--- src/rtl/output_serializer_pkg.sv ---
// Shared types for the output serializer: emit FSM state,
// group metadata and the lane-clipping helper.
package output_serializer_pkg;

  localparam int LANES_PER_GROUP = 3;

  typedef enum logic {
    IDLE = 1'b0,
    EMIT = 1'b1
  } emit_state_e;

  typedef struct packed {
    logic [31:0] x;
    logic [31:0] y;
    logic [31:0] ch;
    logic [1:0]  nlanes;
  } grp_meta_t;

  // Lanes of a group that fall below the channel limit; 0 drops it.
  function automatic logic [1:0] clip_lanes(
    input logic [31:0] ch,
    input logic [31:0] nb
  );
    logic [31:0] rem;
    rem = nb - ch;
    if (ch >= nb) return 2'd0;
    if (rem >= 32'd3) return 2'd3;
    return rem[1:0];
  endfunction

endpackage

--- src/rtl/output_serializer_group_fifo.sv ---
// Registered group FIFO: one entry per 3-lane group plus metadata,
// head entry read combinationally from storage.
module group_fifo
  import output_serializer_pkg::*;
#(
  parameter int DATA_WIDTH = 32,
  parameter int DEPTH      = 4,
  localparam int AW = $clog2(DEPTH),
  localparam int CW = $clog2(DEPTH) + 1,
  localparam int GW = LANES_PER_GROUP * DATA_WIDTH
) (
  input  logic          clk,
  input  logic          rst_in,
  input  logic          push_i,
  input  logic          pop_i,
  input  logic [GW-1:0] wdata_i,
  input  grp_meta_t     wmeta_i,
  output logic [GW-1:0] rdata_o,
  output grp_meta_t     rmeta_o,
  output logic [CW-1:0] count_o,
  output logic          full_o,
  output logic          empty_o
);

  typedef struct packed {
    logic [GW-1:0] data;
    grp_meta_t     meta;
  } entry_t;

  entry_t        mem_q [DEPTH];
  logic [AW-1:0] wptr_q, wptr_d;
  logic [AW-1:0] rptr_q, rptr_d;
  logic [CW-1:0] count_q, count_d;

  always_comb begin
    wptr_d  = wptr_q;
    rptr_d  = rptr_q;
    count_d = count_q;
    if (push_i) wptr_d = wptr_q + 1'b1;
    if (pop_i)  rptr_d = rptr_q + 1'b1;
    case ({push_i, pop_i})
      2'b10:   count_d = count_q + 1'b1;
      2'b01:   count_d = count_q - 1'b1;
      default: count_d = count_q;
    endcase
  end

  always_ff @(posedge clk) begin
    if (rst_in) begin
      wptr_q  <= '0;
      rptr_q  <= '0;
      count_q <= '0;
    end else begin
      wptr_q  <= wptr_d;
      rptr_q  <= rptr_d;
      count_q <= count_d;
    end
  end

  always_ff @(posedge clk) begin
    if (push_i) mem_q[wptr_q] <= '{data: wdata_i, meta: wmeta_i};
  end

  assign rdata_o = mem_q[rptr_q].data;
  assign rmeta_o = mem_q[rptr_q].meta;
  assign count_o = count_q;
  assign full_o  = (count_q == CW'(DEPTH));
  assign empty_o = (count_q == '0);

endmodule

--- src/rtl/output_serializer.sv ---
// Buffers 3-lane output groups and serializes them one channel
// per word onto the host valid/ready handshake.
module output_serializer
  import output_serializer_pkg::*;
#(
  parameter int DATA_WIDTH         = 32,
  parameter int OUTPUT_NB_CHANNELS = 64,
  parameter int GROUP_FIFO_DEPTH   = 4
) (
  input  logic                                    clk,
  input  logic                                    rst_in,
  input  logic                                    in_valid,
  output logic                                    in_ready,
  input  logic [LANES_PER_GROUP*DATA_WIDTH-1:0]   in_data,
  input  logic [31:0]                             in_x,
  input  logic [31:0]                             in_y,
  input  logic [31:0]                             in_ch,
  output logic                                    out_valid,
  input  logic                                    out_ready,
  output logic [DATA_WIDTH-1:0]                   out_data,
  output logic [31:0]                             out_x,
  output logic [31:0]                             out_y,
  output logic [31:0]                             out_ch,
  output logic                                    fifo_empty,
  output logic                                    overflow
);

  localparam int CW = $clog2(GROUP_FIFO_DEPTH) + 1;
  localparam int GW = LANES_PER_GROUP * DATA_WIDTH;

  emit_state_e   state_q, state_d;
  logic [1:0]    lane_q, lane_d;
  logic          overflow_q;
  logic [1:0]    nlanes;
  grp_meta_t     wmeta, rmeta;
  logic [GW-1:0] rdata;
  logic [CW-1:0] count;
  logic          full, empty;
  logic          push, pop, fire, last;

  assign nlanes = clip_lanes(in_ch, 32'(OUTPUT_NB_CHANNELS));
  assign wmeta  = '{x: in_x, y: in_y, ch: in_ch, nlanes: nlanes};

  assign in_ready = !full;
  assign push     = in_valid && in_ready && (nlanes != 2'd0);
  assign fire     = (state_q == EMIT) && out_ready;
  assign last     = (lane_q == rmeta.nlanes - 2'd1);
  assign pop      = fire && last;

  group_fifo #(
    .DATA_WIDTH (DATA_WIDTH),
    .DEPTH      (GROUP_FIFO_DEPTH)
  ) u_fifo (
    .clk     (clk),
    .rst_in  (rst_in),
    .push_i  (push),
    .pop_i   (pop),
    .wdata_i (in_data),
    .wmeta_i (wmeta),
    .rdata_o (rdata),
    .rmeta_o (rmeta),
    .count_o (count),
    .full_o  (full),
    .empty_o (empty)
  );

  always_ff @(posedge clk) begin
    if (rst_in) begin
      state_q    <= IDLE;
      lane_q     <= 2'd0;
      overflow_q <= 1'b0;
    end else begin
      state_q    <= state_d;
      lane_q     <= lane_d;
      if (in_valid && !in_ready) overflow_q <= 1'b1;
    end
  end

  // Stay in EMIT across a pop if another group remains after this edge.
  always_comb begin
    state_d = state_q;
    lane_d  = lane_q;
    unique case (state_q)
      IDLE: begin
        if (!empty) begin
          state_d = EMIT;
          lane_d  = 2'd0;
        end
      end
      EMIT: begin
        if (fire) begin
          if (!last) begin
            lane_d = lane_q + 2'd1;
          end else begin
            lane_d = 2'd0;
            if (count == CW'(1) && !push) state_d = IDLE;
          end
        end
      end
      default: state_d = IDLE;
    endcase
  end

  always_comb begin
    out_valid = 1'b0;
    out_data  = '0;
    out_x     = '0;
    out_y     = '0;
    out_ch    = '0;
    if (state_q == EMIT) begin
      out_valid = 1'b1;
      out_x     = rmeta.x;
      out_y     = rmeta.y;
      out_ch    = rmeta.ch + 32'(lane_q);
      case (lane_q)
        2'd0:    out_data = rdata[0*DATA_WIDTH +: DATA_WIDTH];
        2'd1:    out_data = rdata[1*DATA_WIDTH +: DATA_WIDTH];
        2'd2:    out_data = rdata[2*DATA_WIDTH +: DATA_WIDTH];
        default: out_data = '0;
      endcase
    end
  end

  assign fifo_empty = empty;
  assign overflow   = overflow_q;

endmodule

--- config.mk ---
export PLATFORM = sky130hd
export DESIGN_NAME = output_serializer
export DESIGN_NICKNAME = d
export VERILOG_FILES = /design/src/rtl/output_serializer_pkg.sv /design/src/rtl/output_serializer_group_fifo.sv /design/src/rtl/output_serializer.sv
export SDC_FILE = /design/constraint.sdc
export NUM_CORES = 1
export LEC_CHECK = 0
export CORE_MARGIN = 1.5
export CORE_UTILIZATION = 61
export DETAILED_ROUTE_END_ITERATION = 10
export PLACE_DENSITY_LB_ADDON = 0.12
export SETUP_SLACK_MARGIN = 0.05
export SLEW_MARGIN = 5
export SYNTH_ARGS = -nofsm -noshare
export SYNTH_HDL_FRONTEND = slang
export SYNTH_HIERARCHICAL = 1
export SYNTH_SLANG_ARGS = --single-unit
--- constraint.sdc ---
create_clock -name clk -period 26.8 [get_ports clk]
set_clock_uncertainty 0.2 [all_clocks]
set_input_delay 5.36 -clock clk [delete_from_list [all_inputs] [get_ports clk]]
set_output_delay 5.36 -clock clk [all_outputs]
set_load 0.1 [all_outputs]
==> flow_metrics.env, run 1 <==
export IMPL_ys_seq_elements=789
export IMPL_drv_slew=0
export IMPL_crit_path_end_kind="output pin"
export IMPL_cts_resized=0
export IMPL_pwr_share_seq_pct=55.2
export IMPL_hold_violations=0
export IMPL_rr_startpoint="u_fifo/count_o[0]"
export IMPL_wl_per_cell_um=26.0
export IMPL_yosysSeqAreaShare_pct=75.8
export IMPL_layoutNonFillerInstCount=2568
export IMPL_cts_tree="built"
export IMPL_startpoint_type="register"
export IMPL_overflow=0
export IMPL_final_util_pct=74.4
export IMPL_synth_ff_type="edfxtp_1"
export IMPL_crit_path_max_fanout=48
export IMPL_ioPinCount=328
export IMPL_initial_core_util_pct=61.8
export IMPL_cts_root_buffer="clkbuf_16"
export IMPL_clkPwrFrac_pct=42.7
export IMPL_power_switching_mw=0.464
export IMPL_postCtsSetupBuffers=0
export IMPL_finalWeightedCongestion=0.800
export IMPL_hp_class="register to register"
export IMPL_totalWireLength_um=66900
export IMPL_synth_top_cells_by_count="776 x edfxtp_1, 194 x mux4_2, 82 x nor2_1"
export IMPL_cts_buffers_inserted=77
export IMPL_port_buffers=327
export IMPL_cp_arrival_ns=6.10
export IMPL_cts_buffer_depth=3
export IMPL_setup_viol=0
export IMPL_path_class="register to output pin"
export IMPL_dpl_hpwl_um=39000
export IMPL_irDropWorstVdd_mv=0.0544
export IMPL_critPathRequiredTime_ns=21.24
export IMPL_fin_setup_tns_ns=0
export IMPL_design_area_um2=37400
export IMPL_period_needed_ns=11.66
export IMPL_grt_first_pass_wirelength_um=100000
export IMPL_synth_edf_count=776
export IMPL_grt_max_degree=73
export IMPL_num_vias=16046
export IMPL_rrSetupSlack_ns=21.99
export IMPL_viasPerCell=6.25
export IMPL_cts_sinks=789
export IMPL_synth_area_um2=31100
export IMPL_coreArea_um2=50300
export IMPL_path_clk_slew_ns=0.06
export IMPL_cts_hold_buf=0
export IMPL_initialDrtViolationCount=1680
export IMPL_ant_nets=0
export IMPL_postPlaceCellArea_um2=35000
export IMPL_die_x_um=229
export IMPL_final_layout_size_suffix_gt1_share_pct=18.1
export IMPL_fin_crit_sh_pct=43.5
export IMPL_synth_top_area_share_pct=74.9
export IMPL_die_h_um=229
export IMPL_antenna_found_initial=15
export IMPL_slew_headroom_pct=23.8
export IMPL_syn_inst=1470
export IMPL_leakage_nw=11.5
export IMPL_ys_async_sr_fraction_pct=0
export IMPL_p_int_mw=1.99
export IMPL_syn_nets=1681
export IMPL_nFillCells=2898
export IMPL_p_per_area_nw_per_um2=65.5
export IMPL_synth_distinct_cells=58
export IMPL_place_inst=2421
export IMPL_clk_latency_ns=0.60
export IMPL_synth_warnings=6
export IMPL_track_usage_pct=25.9
export IMPL_p_sw_share_pct=18.9
export IMPL_syn_to_final_growth_pct=20.4
export IMPL_fin_total_pwr_mw=2.45
export IMPL_syn_area_per_cell_um2=21.2
export IMPL_htreeDepth=3
export IMPL_yosysMostFrequentCell="edfxtp_1"
export IMPL_die_area_um2=52300
export IMPL_grt_pass1_vias=16312
export IMPL_tightest_slew_ns=1.14
export IMPL_maxCapViolCount=0
export IMPL_drt_first_pass_iters=5
export IMPL_synthTopCellsByArea="edfxtp_1 75%, mux4_2 14%, and2_1 1.5%"
export IMPL_core_rowCount=82
export IMPL_fmaxAchievable_mhz=85.7
export IMPL_synth_top_cell_by_area="edfxtp_1"
export IMPL_rsz0062_at_grt="false"
export IMPL_status="complete, no violations"
export IMPL_layout_nets=2039
export IMPL_drc_errors=0
export IMPL_p_comb_share_pct=2.1
export IMPL_worstHoldStart="overflow"
==> power by group through the flow <==
stage	combinational, mW	clock, mW	sequential (mW)
4_1_cts	0.0513	1.06	1.35
3_3_place_gp	0.0487	0	1.38
6_report	0.0513	1.05	1.35
5_1_grt	0.0548	1.11	1.35
2_1_floorplan	0.00500	0	1.38
3_5_place_dp	0.0510	0	1.38
==> per-stage QoR <==
step	setup WS, ns	hold slack, ns
2_1_floorplan	13.75	0.280
3_3_place_gp	14.83	0.252
3_5_place_dp	14.66	0.256
4_1_cts	14.91	0.271
5_1_grt	14.62	0.332
6_report	15.14	0.264
==> flip-flops by register name (all words and copies together) (netlist names), named ones only <==
name / count
u_fifo/rptr_q: 2
u_fifo/count_o: 3
state_q: 1
u_fifo/mem_q: 776
u_fifo/wptr_q: 2
overflow: 1
lane_q: 2
==> critical path, stage by stage (launching register included) <==
cell and delay (ns):
dfxtp_4 0.72, buf_4 0.76, buf_4 0.79, buf_4 0.88
mux4_2 0.62, a222oi_1 0.48, nor2_1 0.12, clkdlybuf4s50_1 0.99
==> cell type report <==
cell class / instances / area (um2) / area share (%)
Antenna cell: 7 / 17.5 / 0.0468
Clock buffer: 95 / 2060 / 5.50
Clock inverter: 45 / 389 / 1.04
Inverter: 16 / 60.1 / 0.160
Multi-Input combinational cell: 593 / 7030 / 18.8
Sequential cell: 789 / 23600 / 63.0
Tap cell: 672 / 841 / 2.25
Timing Repair Buffer: 351 / 3450 / 9.23
==> worst paths after layout <==
path / endpoint / cells past startpoint
setup / recovery: out_data[0] / 7
hold / removal: overflow / 2
setup reg to reg: u_fifo/mem_q[1][150] / 7
hold reg to reg: overflow / 2
==> layout by cell type (no fill, tap or decap), types with 3 or more instances in the layout <==
cell type,Yosys,final
edfxtp_1,776,776
clkdlybuf4s50_1,0,327
mux4_2,194,194
nor2_1,82,82
clkbuf_16,0,80
and2_1,73,69
a222oi_1,32,32
buf_4,0,24
xor2_1,22,22
nand2_1,19,19
inv_1,16,16
clkinv_1,0,16
clkinv_2,0,16
a21oi_1,15,15
clkbuf_1,29,15
nand3_1,14,14
xnor2_1,14,14
ha_1,13,13
or3_1,12,12
nor4_1,10,10
dfxtp_1,13,10
nand4_1,9,9
nor3_1,9,9
or4_1,8,8
diode_2,0,7
o21ai_0,6,6
bufinv_16,0,6
nand2b_1,5,5
and4_1,4,4
and2_4,0,4
and3_1,3,3
or2_2,3,3
mux2i_1,3,3
o311a_1,3,3
o31ai_1,3,3
inv_6,0,3
clkinv_4,0,3
==> metal layers <==
layer	share of wire, %	routed length [um]	global-route usage, %
met1	40	26900	36.8
met2	50	33200	41.2
met3	8.0	5360	5.61
met4	2.1	1400	7.35
met5	0.16	104	0
==> logic make-up after synthesis <==
logic type | share of synthesized area (%)
buffers and inverters | 1.63
xor gates and xnor gates | 1.01
AOI/OAI and AO/OA | 2.17
DFF | 75.8
and+or+nand+nor | 4.56
muxes | 14.2
adders and majority gates | 0.652
(Power assumes the default switching activity.)
==> inputs of run 2 (changes only) <==
Settings changed: CORE_UTILIZATION 61 to 51.
Clock period 26.8 ns to 9.8 ns, I/O delays scaled along.
==> flow_metrics.env, run 2 (synthesis gave the netlist of run 1 again) <==
export IMPL_status="complete, no violations"
export IMPL_wl_per_cell_um=24.9
export IMPL_crit_chain="mux4_2 -> ha_1 -> a21oi_1 -> nor4bb_1 -> nand2_1 -> nor3_1 -> nand4_1 -> xor2_1 -> nor2_1 -> clkdlybuf4s50_1"
export IMPL_port_buffers=327
export IMPL_syn_to_final_growth_pct=21.8
export IMPL_viasPerCell=5.85
export IMPL_final_util_pct=62.8
export IMPL_num_vias=15647
export IMPL_grt_max_degree=121
export IMPL_startpoint_type="register"
export IMPL_rsz0062_at_grt="false"
export IMPL_ioPinCount=328
export IMPL_coreArea_um2=60400
export IMPL_path_clk_slew_ns=0.06
export IMPL_antenna_found_initial=10
export IMPL_p_per_area_nw_per_um2=184
export IMPL_tightest_slew_ns=1.15
export IMPL_track_usage_pct=21.7
export IMPL_fin_setup_tns_ns=0
export IMPL_rrSetupSlack_ns=4.38
export IMPL_layout_nets=2040
export IMPL_initialDrtViolationCount=1134
export IMPL_top_register="u_fifo/mem_q"
export IMPL_overflow=0
export IMPL_finalWeightedCongestion=0.799
export IMPL_crit_path_max_fanout=57
export IMPL_period_needed_ns=8.10
export IMPL_cts_hold_buf=0
export IMPL_cts_tree="built"
export IMPL_die_area_um2=62500
export IMPL_max_stage_delay_ns=1.20
export IMPL_crit_path_end_kind="output pin"
export IMPL_initial_core_util_pct=51.5
export IMPL_maxCapViolCount=0
export IMPL_crit_buf_inv=1
export IMPL_leakage_nw=11.6
export IMPL_clk_latency_ns=0.62
export IMPL_drv_slew=0
export IMPL_die_x_um=250
export IMPL_cp_arrival_ns=5.94
export IMPL_hp_class="register to register"
export IMPL_path_class="register to output pin"
export IMPL_totalWireLength_um=66700
export IMPL_grt_pass1_vias=16561
export IMPL_cts_buffers_inserted=82
export IMPL_largest_reg_flops=776
export IMPL_dpl_hpwl_um=39000
export IMPL_core_rowCount=90
export IMPL_final_layout_size_suffix_gt1_share_pct=18.5
export IMPL_setup_viol=0
export IMPL_drc_errors=0
export IMPL_irDropWorstVdd_mv=0.154
export IMPL_cts_buffer_depth=3
export IMPL_cts_root_buffer="clkbuf_16"
export IMPL_ant_nets=0
export IMPL_fmaxAchievable_mhz=123
export IMPL_slowest_stage="clkdlybuf4s50_1"
export IMPL_final_common_cell="edfxtp_1"
export IMPL_die_h_um=250
export IMPL_htreeDepth=3
export IMPL_cts_sinks=789
export IMPL_cts_resized=0
export IMPL_critical_path_top_delay_family="simple AND/OR/NAND/NOR gates"
export IMPL_postCtsSetupBuffers=0
export IMPL_grt_first_pass_wirelength_um=101000
export IMPL_mostFrequentLayoutCells="776 x edfxtp_1, 327 x clkdlybuf4s50_1, 194 x mux4_2, 82 x nor2_1, 82 x clkbuf_16"
export IMPL_critPathRequiredTime_ns=7.64
export IMPL_drt_first_pass_iters=5
export IMPL_hold_violations=0
export IMPL_slew_headroom_pct=22.9
export IMPL_fin_crit_sh_pct=82.7
[run 2: final cells by class]
cell class / instances / area, um2
flip-flops and latches: 789 / 23600
fillers: 4189 / 22500
multi-input cells: 593 / 7030
repair buffers: 347 / 3510
clock buffers: 100 / 2130
well taps: 782 / 978
clock inverters: 46 / 591
inverters: 16 / 60.1
diodes: 3 / 7.51
[run 2: metal layers]
| metal | global-route usage (%) | part of all wire [%] |
|---|---|---|
| met1 | 28.7 | 41 |
| met2 | 35.8 | 50 |
| met3 | 5.75 | 6.9 |
| met4 | 5.59 | 2.0 |
| met5 | 0 | 0.18 |
[run 2: path summary, 6_finish.rpt]
path	from	end	cells after the start
worst max-delay path	register	out_ch[31]	10
worst min-delay path	overflow	overflow	2
worst max register to register	register	u_fifo/count_o[2]	13
worst min register to register	overflow	overflow	2
[run 2: report_power, final]
part / internal, mW / total [mW] / switching (mW)
registers: 3.70 / 3.70 / 0.00000000229
clock network: 1.85 / 3.12 / 1.27
logic: 0.0760 / 0.141 / 0.0648
[run 2: worst register-to-register path: stages, from the launching register on]
cell and delay [ns]:
dfxtp_4 0.76, buf_4 0.85, buf_4 0.84, mux4_2 0.63
xnor2_1 0.25, and3_1 0.20, nor2_1 0.05, nor2_1 0.28
ha_1 0.25, inv_1 0.06, fa_1 0.37, xor2_1 0.15
or3_1 0.31, a21oi_1 0.14
[run 2: stage by stage]
step | total power [mW] | worst slack, ns | std cells | area [um2] | hold slack, ns
3_5_place_dp | 3.91 | 2.28 | 2527 | 35200 | 0.287
3_3_place_gp | 3.91 | 2.35 | 2527 | 35200 | 0.250
4_1_cts | 7.02 | 1.60 | 2673 | 37900 | 0.301
5_1_grt | 7.16 | 1.38 | 2673 | 37900 | 0.330
6_report | 6.96 | 1.70 | 2676 | 37900 | 0.307
2_1_floorplan | 3.79 | 0.152 | 1470 | 31100 | 0.280
==> inputs of run 3 (changes only) <==
Clock period 9.8 ns to 6.9 ns, I/O delays scaled along.
==> flow_metrics.env, run 3 (synthesis gave the netlist of run 1 again) <==
export IMPL_status="complete, no violations"
export IMPL_critPathRequiredTime_ns=5.32
export IMPL_cts_buffer_depth=3
export IMPL_clk_latency_ns=0.61
export IMPL_design_area_um2=38200
export IMPL_drv_slew=0
export IMPL_cts_buffers_inserted=82
export IMPL_layout_nets=2062
export IMPL_final_util_pct=63.3
export IMPL_rsz0062_at_grt="false"
export IMPL_final_common_cell="edfxtp_1"
export IMPL_slew_headroom_pct=25.9
export IMPL_cts_resized=0
export IMPL_core_rowCount=90
export IMPL_p_sw_share_pct=18.7
export IMPL_drt_first_pass_iters=5
export IMPL_ioPinCount=328
export IMPL_hold_end="overflow"
export IMPL_coreArea_um2=60400
export IMPL_pre_cts_ws_ns=0.633
export IMPL_final_layout_size_suffix_gt1_share_pct=20.3
export IMPL_tightest_slew_ns=1.11
export IMPL_postCtsSetupBuffers=0
export IMPL_drc_errors=0
export IMPL_finalWeightedCongestion=0.782
export IMPL_grt_pass1_vias=16390
export IMPL_power_switching_mw=1.84
export IMPL_setup_viol=0
export IMPL_syn_to_final_growth_pct=22.9
export IMPL_port_buffers=327
export IMPL_worstHoldStart="overflow"
export IMPL_initialDrtViolationCount=1120
export IMPL_totalWireLength_um=68000
export IMPL_p_comb_share_pct=2.0
export IMPL_pwr_share_seq_pct=53.2
export IMPL_viasPerCell=5.81
export IMPL_clkPwrFrac_pct=44.7
export IMPL_track_usage_pct=22.1
export IMPL_dpl_hpwl_um=41500
export IMPL_fmaxAchievable_mhz=169
export IMPL_grt_max_degree=109
export IMPL_reg2reg_depth=12
export IMPL_p_per_area_nw_per_um2=259
export IMPL_fin_setup_tns_ns=0
export IMPL_hold_violations=0
export IMPL_crit_path_end_kind="output pin"
export IMPL_crit_chain="mux4_2 -> ha_1 -> fa_1 -> and4_1 -> and3_1 -> xnor2_1 -> nor2_1 -> clkdlybuf4s50_1"
export IMPL_antenna_found_initial=13
export IMPL_top_register="u_fifo/mem_q"
export IMPL_startpoint_type="register"
export IMPL_postPlaceCellArea_um2=35500
export IMPL_largest_reg_flops=776
export IMPL_cts_tree="built"
export IMPL_initial_core_util_pct=51.5
export IMPL_slowest_stage="clkdlybuf4s50_1"
export IMPL_grt_first_pass_wirelength_um=103000
export IMPL_cts_hold_buf=0
export IMPL_mostFrequentLayoutCells="776 x edfxtp_1, 306 x clkdlybuf4s50_1, 194 x mux4_2, 85 x clkbuf_16, 82 x nor2_1"
export IMPL_htreeDepth=3
export IMPL_whs_path_depth=2
export IMPL_ant_nets=0
export IMPL_hold_ws_ns=0.294
export IMPL_period_needed_ns=5.93
export IMPL_die_area_um2=62500
export IMPL_r2r_end="u_fifo/count_o[2]"
export IMPL_num_vias=15696
export IMPL_maxCapViolCount=0
export IMPL_irDropWorstVdd_mv=0.170
export IMPL_wl_per_cell_um=25.2
export IMPL_fin_crit_sh_pct=85.9
export IMPL_max_stage_delay_ns=1.14
export IMPL_cts_root_buffer="clkbuf_16"
export IMPL_cp_arrival_ns=4.35
export IMPL_setup_ws_ns=0.972
export IMPL_hp_class="register to register"
export IMPL_path_class="register to output pin"
export IMPL_cts_sinks=789
export IMPL_crit_path_max_fanout=19
export IMPL_die_x_um=250
export IMPL_p_int_mw=8.03
export IMPL_overflow=0
export IMPL_path_clk_slew_ns=0.06
export IMPL_rrSetupSlack_ns=2.64
export IMPL_leakage_nw=11.8
export IMPL_die_h_um=250
[run 3: cell types whose count changed in the layout (fill, tap and decap cells not counted), sizes merged]
cell and change:
buf +43, clkdlybuf4s50 -21, clkbuf +8, clkinv -4, diode +2, bufinv -1, clkinvlp -1
[run 3: critical path, delay by kind of cell, from the launching register on]
family / cells / cell delay (ns)
xor gates and xnor gates: 1 / 0.16
DFF: 1 / 0.62
buffers and inverters: 1 / 1.14
muxes: 1 / 0.61
and+or+nand+nor: 3 / 0.56
adders and majority gates: 2 / 0.65
[run 3: cell type report]
| cell class | instances | area [um2] |
|---|---|---|
| repair buffers | 369 | 3810 |
| fillers | 4166 | 22200 |
| well taps | 782 | 978 |
| diodes | 5 | 12.5 |
| clock buffers | 108 | 2240 |
| inverters | 16 | 60.1 |
| multi-input cells | 593 | 7040 |
| clock inverters | 40 | 482 |
| flip-flops and latches | 789 | 23600 |
[run 3: stage by stage]
| step | total power, mW | std cells |
|---|---|---|
| 6_report | 9.88 | 2702 |
| 5_1_grt | 10.2 | 2700 |
| 4_1_cts | 9.98 | 2697 |
| 3_5_place_dp | 5.56 | 2549 |
| 3_3_place_gp | 5.55 | 2549 |
| 2_1_floorplan | 5.38 | 1470 |
[run 3: worst max-delay path by stage]
stage / from / slack, ns / endpoint
2_1_floorplan: in_ch[9] / -0.02 / u_fifo/mem_q[1][0]
3_3_place_gp: in_ch[7] / 0.64 / u_fifo/count_o[2]
3_5_place_dp: in_ch[7] / 0.63 / u_fifo/count_o[2]
4_1_cts: register / 0.89 / out_ch[10]
5_1_grt: register / 0.62 / out_ch[31]
6_report: register / 0.97 / out_ch[10]
[run 3: power groups by stage]
stage	Clock, mW	Sequential, mW	Combinational (mW)
2_1_floorplan	0	5.36	0.0194
3_3_place_gp	0	5.36	0.196
3_5_place_dp	0	5.36	0.203
4_1_cts	4.52	5.26	0.204
5_1_grt	4.70	5.25	0.218
6_report	4.42	5.26	0.201
[run 3: layer usage]
layer | global-route usage (%) | routed length, um | up-vias
li1 | - | - | 6912
met1 | 31.0 | 28500 | 8198
met2 | 34.9 | 33500 | 483
met3 | 5.35 | 4660 | 89
met4 | 6.48 | 1200 | 14
met5 | 0 | 96 | -
